**src/rtl/boot_stream_loader.sv**
```systemverilog
// ============================================================================
// Module      : boot_stream_loader
// Description : Streams a program image into instruction memory while holding
//               the core in boot mode, then verifies a trailing checksum word.
// Revision    : 1.0 - initial release
// ============================================================================
`default_nettype none

module boot_stream_loader #(
    parameter int          DATA_W    = 32,
    parameter int          ADDR_W    = 8,
    parameter int unsigned BASE_ADDR = 0
) (
    input  logic              clk,
    input  logic              rst,
    input  logic              start,
    input  logic [ADDR_W:0]   len,
    input  logic              abort,
    input  logic              in_valid,
    input  logic [DATA_W-1:0] in_data,
    output logic              in_ready,
    output logic              boot_up,
    output logic              boot_web,
    output logic [ADDR_W-1:0] boot_addr,
    output logic [DATA_W-1:0] boot_datai,
    output logic [ADDR_W:0]   word_cnt,
    output logic              done,
    output logic              err
);

    localparam logic [2:0] S_IDLE  = 3'd0;
    localparam logic [2:0] S_LOAD  = 3'd1;
    localparam logic [2:0] S_CHECK = 3'd2;
    localparam logic [2:0] S_DONE  = 3'd3;
    localparam logic [2:0] S_ERR   = 3'd4;

    localparam logic [ADDR_W-1:0] C_BASE     = ADDR_W'(BASE_ADDR);
    localparam logic [ADDR_W:0]   C_CNT_ONE  = {{ADDR_W{1'b0}}, 1'b1};
    localparam logic [ADDR_W:0]   C_CNT_ZERO = '0;

    logic [2:0]        r_state;
    logic [2:0]        w_state_nxt;
    logic [ADDR_W:0]   r_len;
    logic [ADDR_W:0]   r_word_cnt;
    logic [DATA_W-1:0] r_checksum;
    logic [ADDR_W-1:0] r_waddr;
    logic              r_boot_up;
    logic              r_boot_web;
    logic [ADDR_W-1:0] r_boot_addr;
    logic [DATA_W-1:0] r_boot_datai;
    logic              r_done;
    logic              r_err;

    logic              w_in_ready;
    logic              w_accept;
    logic              w_start_ok;
    logic [ADDR_W:0]   w_cnt_nxt;
    logic              w_last;
    logic              w_sum_ok;

    assign w_in_ready = (r_state == S_LOAD) || (r_state == S_CHECK);
    assign w_accept   = in_valid && w_in_ready;
    assign w_start_ok = start && !w_in_ready;
    assign w_cnt_nxt  = r_word_cnt + C_CNT_ONE;
    assign w_last     = (w_cnt_nxt == r_len);
    assign w_sum_ok   = (in_data == r_checksum);

    always_ff @(posedge clk or posedge rst) begin
        if (rst) begin
            r_state <= S_IDLE;
        end else begin
            r_state <= w_state_nxt;
        end
    end

    always_comb begin
        w_state_nxt = r_state;
        case (r_state)
            S_IDLE, S_DONE, S_ERR: begin
                if (w_start_ok) begin
                    w_state_nxt = (len == C_CNT_ZERO) ? S_CHECK : S_LOAD;
                end
            end
            S_LOAD: begin
                if (abort) begin
                    w_state_nxt = S_ERR;
                end else if (w_accept && w_last) begin
                    w_state_nxt = S_CHECK;
                end
            end
            S_CHECK: begin
                if (abort) begin
                    w_state_nxt = S_ERR;
                end else if (w_accept) begin
                    w_state_nxt = w_sum_ok ? S_DONE : S_ERR;
                end
            end
            default: w_state_nxt = S_IDLE;
        endcase
    end

    // Write strobe is a single-cycle pulse; address/data hold their last value.
    always_ff @(posedge clk or posedge rst) begin
        if (rst) begin
            r_len        <= '0;
            r_word_cnt   <= '0;
            r_checksum   <= '0;
            r_waddr      <= C_BASE;
            r_boot_up    <= 1'b0;
            r_boot_web   <= 1'b1;
            r_boot_addr  <= '0;
            r_boot_datai <= '0;
            r_done       <= 1'b0;
            r_err        <= 1'b0;
        end else begin
            r_boot_web <= 1'b1;
            if (w_start_ok) begin
                r_len      <= len;
                r_word_cnt <= '0;
                r_checksum <= '0;
                r_waddr    <= C_BASE;
                r_done     <= 1'b0;
                r_err      <= 1'b0;
                r_boot_up  <= 1'b1;
            end else if (w_in_ready && abort) begin
                r_err     <= 1'b1;
                r_boot_up <= 1'b0;
            end else if (w_accept && (r_state == S_LOAD)) begin
                r_boot_web   <= 1'b0;
                r_boot_addr  <= r_waddr;
                r_boot_datai <= in_data;
                r_waddr      <= r_waddr + 1'b1;
                r_word_cnt   <= w_cnt_nxt;
                r_checksum   <= r_checksum + in_data;
            end else if (w_accept && (r_state == S_CHECK)) begin
                r_done    <= w_sum_ok;
                r_err     <= !w_sum_ok;
                r_boot_up <= 1'b0;
            end
        end
    end

    assign in_ready   = w_in_ready;
    assign boot_up    = r_boot_up;
    assign boot_web   = r_boot_web;
    assign boot_addr  = r_boot_addr;
    assign boot_datai = r_boot_datai;
    assign word_cnt   = r_word_cnt;
    assign done       = r_done;
    assign err        = r_err;

endmodule

`default_nettype wire
```
**config.mk**
```make
export PLATFORM = sky130hd
export DESIGN_NAME = boot_stream_loader
export DESIGN_NICKNAME = d
export VERILOG_FILES = /design/src/rtl/boot_stream_loader.sv
export SDC_FILE = /design/constraint.sdc
export NUM_CORES = 1
export LEC_CHECK = 0
export ABC_AREA = 1
export CORE_ASPECT_RATIO = 0.5
export CORE_MARGIN = 4
export CORE_UTILIZATION = 40
export CTS_CLUSTER_DIAMETER = 30
export CTS_CLUSTER_SIZE = 40
export DETAILED_ROUTE_END_ITERATION = 10
export GPL_ROUTABILITY_DRIVEN = 1
export GPL_TIMING_DRIVEN = 1
export PLACE_DENSITY = 0.7
export SKIP_LAST_GASP = 1
export SLEW_MARGIN = 20
export SYNTH_ARGS = -nofsm -noshare
export SYNTH_HDL_FRONTEND = slang
export SYNTH_SLANG_ARGS = --single-unit
```
**constraint.sdc**
```tcl
create_clock -name clk -period 4.8 [get_ports clk]
set_input_delay 0.96 -clock clk [delete_from_list [all_inputs] [get_ports clk]]
set_output_delay 0.96 -clock clk [all_outputs]
set_load 0.005 [all_outputs]
```
==> results of run 1 <==
==> area by class of cell <==
cell class	instances	area (um2)
inverters	78	298
well taps	221	277
fillers	1521	7680
repair buffers	103	1020
flip-flops and latches	105	2630
clock inverters	6	58.8
clock buffers	10	239
multi-input cells	695	3450
==> where the power goes <==
part / switching (mW) / leakage [nW] / internal [mW] / total, mW
Sequential: 0.200 / 1.38 / 1.19 / 1.39
Clock: 0.369 / 0.143 / 0.378 / 0.747
Combinational: 1.17 / 2.35 / 0.822 / 1.99
==> cells in the mapped netlist (all sizes together), types with 2 or more instances <==
master	count
a22o	3
ha	33
a21oi	50
nor3	16
xnor2	4
o211ai	3
nand4	9
nor2	71
a21o	3
o21a	2
nand3	64
o21ai	67
o22ai	8
nand3b	5
nand2	342
xor2	3
buf	15
inv	78
clkbuf	5
nor4	7
dfrtp	104
==> metrics by stage <==
step	instance area [um2]	utilization, %	std cells
after floorplan	6510	-	898
after global placement	7680	49.0	1202
after detailed placement	7680	49.0	1202
after CTS	7980	51.0	1218
after global routing	7980	51.0	1218
final	7980	51.0	1218
==> cell families (layout without fill, tap and decap cells) <==
kind of cell / Yosys count / after routing / synth area share, %
and+or+nand+nor: 516 / 516 / 34.0
DFF: 105 / 105 / 40.4
buffers and inverters: 98 / 197 / 6.55
xor gates and xnor gates: 7 / 7 / 0.942
adders and majority gates: 34 / 34 / 6.65
AOI/OAI and AO/OA: 138 / 138 / 11.5
==> worst min path at each step <==
stage               cells after the start              to
floorplan                               2  r_checksum[19]
global placement                        2  boot_datai[15]
detailed placement                      2  boot_datai[11]
CTS                                     2   boot_datai[6]
global route                            2  r_checksum[17]
finish                                  2  boot_datai[27]
==> worst max-delay path, stage by stage <==
cell	delay, ns
clkdlybuf4s50_1	0.42
ha_1	0.24
fa_1	0.40
nand3_1	0.10
nand2_1	0.15
nand2_1	0.12
nand2_1	0.13
nand2_1	0.10
nand2_1	0.10
nand2_1	0.07
inv_1	0.04
nor2_1	0.08
nand2_1	0.05
nand3_1	0.08
nand2_1	0.06
==> sequential cells by signal (all words and copies together) (netlist names) <==
name,flops
boot_addr,8
boot_datai,32
boot_up,1
boot_web,1
done,1
err,1
r_checksum,32
r_len,9
r_state,3
r_waddr,8
word_cnt,9
==> per-layer routing <==
metal  up-vias  wire length, um
li1       3126                -
met1      2919             9000
met2       157             7970
met3        19              964
met4         0              231
met5         -                0
==> out/metrics.cfg, run 1 <==
[outcome]
status=finished, final reports clean

[finish]
layout_commonest_cell=nand2_1
area_delta_synth_final_pct=22.5
n_antenna_cell=0
drive_gt1_share_pct=5.92
layout.nets=1072
final_cell_mix=nand2_1 (331), dfrtp_1 (104), clkdlybuf4s50_1 (99)

[sta]
period_share_pct=59.6
finalCriticalPeriod_ns=2.86
max_freq_ghz=0.350
whs_ns=0.480
report.final.slew_viol_count=0
setup_viol=0
layout_setup_ws_ns=1.94
final.setup.tns_ns=0
relSlewSlack_pct=45.5
tightest_slew_ns=0.818
rsz0062_at_grt=false
fin_skew_ns=0.0105
finalHoldViolCount=0

[cts]
clockBufferDepth=2
cts_root_buf=clkbuf_16
cts_resized=0
ctsHoldBuffers=0
cts.sinks=105
cts_tree=done
clock_latency_ns=0.36
cts_made_buffers=9
clk_pin_slew_ns=0.08
htreeDepth=3
post_cts_buffers=0

[yosys]
async_reset_ff_share_pct=100
synth_flop_cell=dfrtp_1
syn_area_um2=6510
yosys.area.top_type=dfrtp_1
yosysSeqAreaShare_pct=40.4
ys_ff_latch=105
yosys.cell_types.count=42
postSynthAreaPerCell_um2=7.25
synth_area_leaders=dfrtp_1 (40%), nand2_1 (19%), ha_1 (6.3%)
ys_warn_count=0
syn_nets=978
synth_top_area_share_pct=40.0
synth_edf_count=0
syn_inst=898

[power]
leakage_nw=3.87
total_power_mw=4.13
irDropWorstVdd_v=0.000231
power.density_nw_per_um2=517

[floorplanning]
dieArea_um2=18500
start_util_pct=41.6
die_w_um=188
die_y_um=98.2
ios=100
core_um2=15700
rows=32

[placed_design]
hpwl_um=13700
port-buffer-count=99
dpl_worst_slack_ns=1.58
gp_congestion=0.964

[setup_path]
rrSetupSlack_ns=2.60
critPathKind=in2reg
critPathArrivalTime_ns=3.11
worstReg2RegEnd=r_checksum[18]
crit_end=r_checksum[18]
reg2reg_from=r_checksum[0]
required_ns=5.05
ff2ff_path_depth=14
cp-start-kind=input pin
cp-startpoint=in_data[0]
path_max_fanout=4
worstSetupEndpointType=register

[drt]
wire_per_inst_um=14.9
detail-route-antenna-nets=0
vias=6221
wl_um=18200
drc=0
post_drt_via_cell_ratio=5.11
first_iter_violations=496
firstDrtPassIters=5

[global_route]
overflow=0
grt_pass1_vias=6009
antenna_found_initial=0
grt_pass1_wl_um=30000
busiest_layer=met2
grt_max_degree=72
use_met2_pct=31.3
grt_use_met1_pct=28.3
use_met3_pct=3.75
grtUsageTotal_pct=19.8

[hold_path]
min_path_type=reg2reg
min_from=boot_datai[27]

[run]
max-cap-violations=0

Note: power is estimated with default switching activity, not from simulation.
==> inputs of run 2 (changes only) <==
==> constraint.sdc (replaced) <==
create_clock -name clk -period 2.7 [get_ports clk]
set_input_delay 0.54 -clock clk [delete_from_list [all_inputs] [get_ports clk]]
set_output_delay 0.54 -clock clk [all_outputs]
set_load 0.005 [all_outputs]
==> run 2 against run 1 <==
Against the previous run:
- sequential share of layout area is 1.2 points lower
- global-route usage is 0.55 points higher
- utilization is 1.9 points higher
- sequential power is 78% higher
- final area is 3.8% higher
- total power is 83% higher
- clock skew is 0.00099 ns lower
- register-to-register slack worse by 2.0 ns
- largest power group unchanged
- via count is 2.0% higher
- sequential cell count stayed put
- critical path depth is 5 lower
- combinational power is 91% higher
- critical endpoint is now r_checksum[20]
==> out/metrics.cfg, run 2 (synthesis results as in run 1) <==
[setup_path]
worstSetupEndpointType=register
critPathArrivalTime_ns=2.71
cp.buffers_inverters=2
slowest_delay_ns=0.52
critPathKind=in2reg
crit_top_cell=nand2_1
path_delay_family=buffers and inverters
cp-start-kind=input pin
required_ns=2.96
path_max_fanout=5
crit_chain=clkdlybuf4s50_1 -> ha_1 -> nand2_1 -> buf_4 -> o21ai_0 -> a21oi_1 -> nand3_1 -> nand2_1 -> nand2_1 -> o21ai_1
cp_slowest_cell=clkdlybuf4s50_1

[hold_path]
min_path_type=reg2reg

[global_route]
grt_pass1_wl_um=30800
antenna_found_initial=0
grt_pass1_vias=6085
overflow=0
grtUsageTotal_pct=20.3
grt_max_degree=73

[sta]
report.final.slew_viol_count=0
relSlewSlack_pct=53.1
fin_skew_ns=0.00948
setup_viol=0
finalHoldViolCount=0
max_freq_ghz=0.409
final.setup.tns_ns=0
tightest_slew_ns=0.703
rsz0062_at_grt=false
period_share_pct=90.5
finalCriticalPeriod_ns=2.44
whs_ns=0.481

[finish]
final_cell_mix=nand2_1 (331), dfrtp_1 (104), clkdlybuf4s50_1 (99)
layout.nets=1106
fillers=1488
area_delta_synth_final_pct=27.1
final_area_um2=8280
n_antenna_cell=0
drive_gt1_share_pct=8.92
layout_commonest_cell=nand2_1
layoutNonFillerInstCount=1252

[drt]
vias=6343
firstDrtPassIters=5
post_drt_via_cell_ratio=5.07
wire_per_inst_um=14.9
wl_um=18600
drc=0
detail-route-antenna-nets=0
first_iter_violations=464

[cts]
clk_pin_slew_ns=0.08
clock_latency_ns=0.34
cts_made_buffers=9
htreeDepth=3
clockBufferDepth=2
cts_resized=0
ctsHoldBuffers=0
cts_tree=done
cts_root_buf=clkbuf_16
cts.sinks=105
post_cts_buffers=0

[floorplanning]
die_y_um=98.2
ios=100
dieArea_um2=18500
die_w_um=188
core_um2=15700
start_util_pct=41.6
rows=32

[power]
leakage_nw=4.04
irDropWorstVdd_v=0.000378
power.density_nw_per_um2=914
total_power_mw=7.57

[run]
max-cap-violations=0

[placed_design]
gp_congestion=0.905
port-buffer-count=99
placed_area_um2=7990
hpwl_um=14200
dp.cells=1236

[outcome]
status=finished, final reports clean

## run 2: cell types whose count changed in the layout (fill, tap and decap cells not counted), sizes merged
cell / before / now
buf: 4 / 38
clkinv: 2 / 4
inv: 81 / 79
## run 2: per-stage QoR
step / utilization [%] / setup slack (ns)
after global placement: 51.0 / -0.0528
after global routing: 52.9 / 0.130
after floorplan: - / 0.656
final: 52.9 / 0.256
after detailed placement: 51.0 / -0.0807
after CTS: 52.9 / 0.285
## run 2: per-layer routing
metal  wire length, um  part of all wire [%]  vias up  GRT usage, %
met5                 0                     0        -             0
met4               146                  0.78        0          3.81
met3              1050                   5.6       10          3.46
met2              8120                    44      168          31.8
met1              9300                    50     2976          30.0
li1                  -                     -     3189             -
## run 2: area by class of cell
| class | count | area [um2] | share of cell area, % |
|---|---|---|---|
| clock inverters | 6 | 62.6 | 0.756 |
| flip-flops and latches | 105 | 2630 | 31.8 |
| repair buffers | 137 | 1330 | 16.0 |
| well taps | 221 | 277 | 3.34 |
| inverters | 78 | 299 | 3.61 |
| clock buffers | 10 | 229 | 2.77 |
| multi-input cells | 695 | 3450 | 41.7 |
## run 2: power breakdown
group / total (mW) / leakage (nW) / internal, mW / switching (mW)
sequential: 2.47 / 1.38 / 2.12 / 0.346
combinational: 3.80 / 2.52 / 1.66 / 2.14
clock: 1.30 / 0.142 / 0.651 / 0.651
## run 2: path summary, 6_finish.rpt
kind / to / start / slack, ns / cells after the start
setup / recovery: r_checksum[20] / in_data[18] / 0.26 / 10
hold / removal: boot_datai[24] / boot_datai[24] / 0.48 / 2
setup reg to reg: r_checksum[22] / r_checksum[0] / 0.56 / 13
hold reg to reg: boot_datai[24] / boot_datai[24] / 0.48 / 2
max in group asynchronous: r_checksum[31] / rst / 1.35 / 3
min in group asynchronous: boot_addr[5] / rst / 0.64 / 2
## run 2: worst reg2reg max path, delay by kind of cell, from the launching register on
| kind | cells | cell delay [ns] |
|---|---|---|
| DFF | 1 | 0.39 |
| AOI/OAI and AO/OA | 1 | 0.11 |
| and+or+nand+nor | 10 | 0.95 |
| adders and majority gates | 2 | 0.61 |
==> inputs of run 3 (changes only) <==
--- a/config.mk
+++ b/config.mk
@@ -10,7 +10,6 @@
 export CORE_MARGIN = 4
 export CORE_UTILIZATION = 40
 export CTS_CLUSTER_DIAMETER = 30
-export CTS_CLUSTER_SIZE = 40
 export DETAILED_ROUTE_END_ITERATION = 10
 export GPL_ROUTABILITY_DRIVEN = 1
 export GPL_TIMING_DRIVEN = 1
==> results of run 3 <==
Final layout, timing and power as in run 2 (identical DEF).
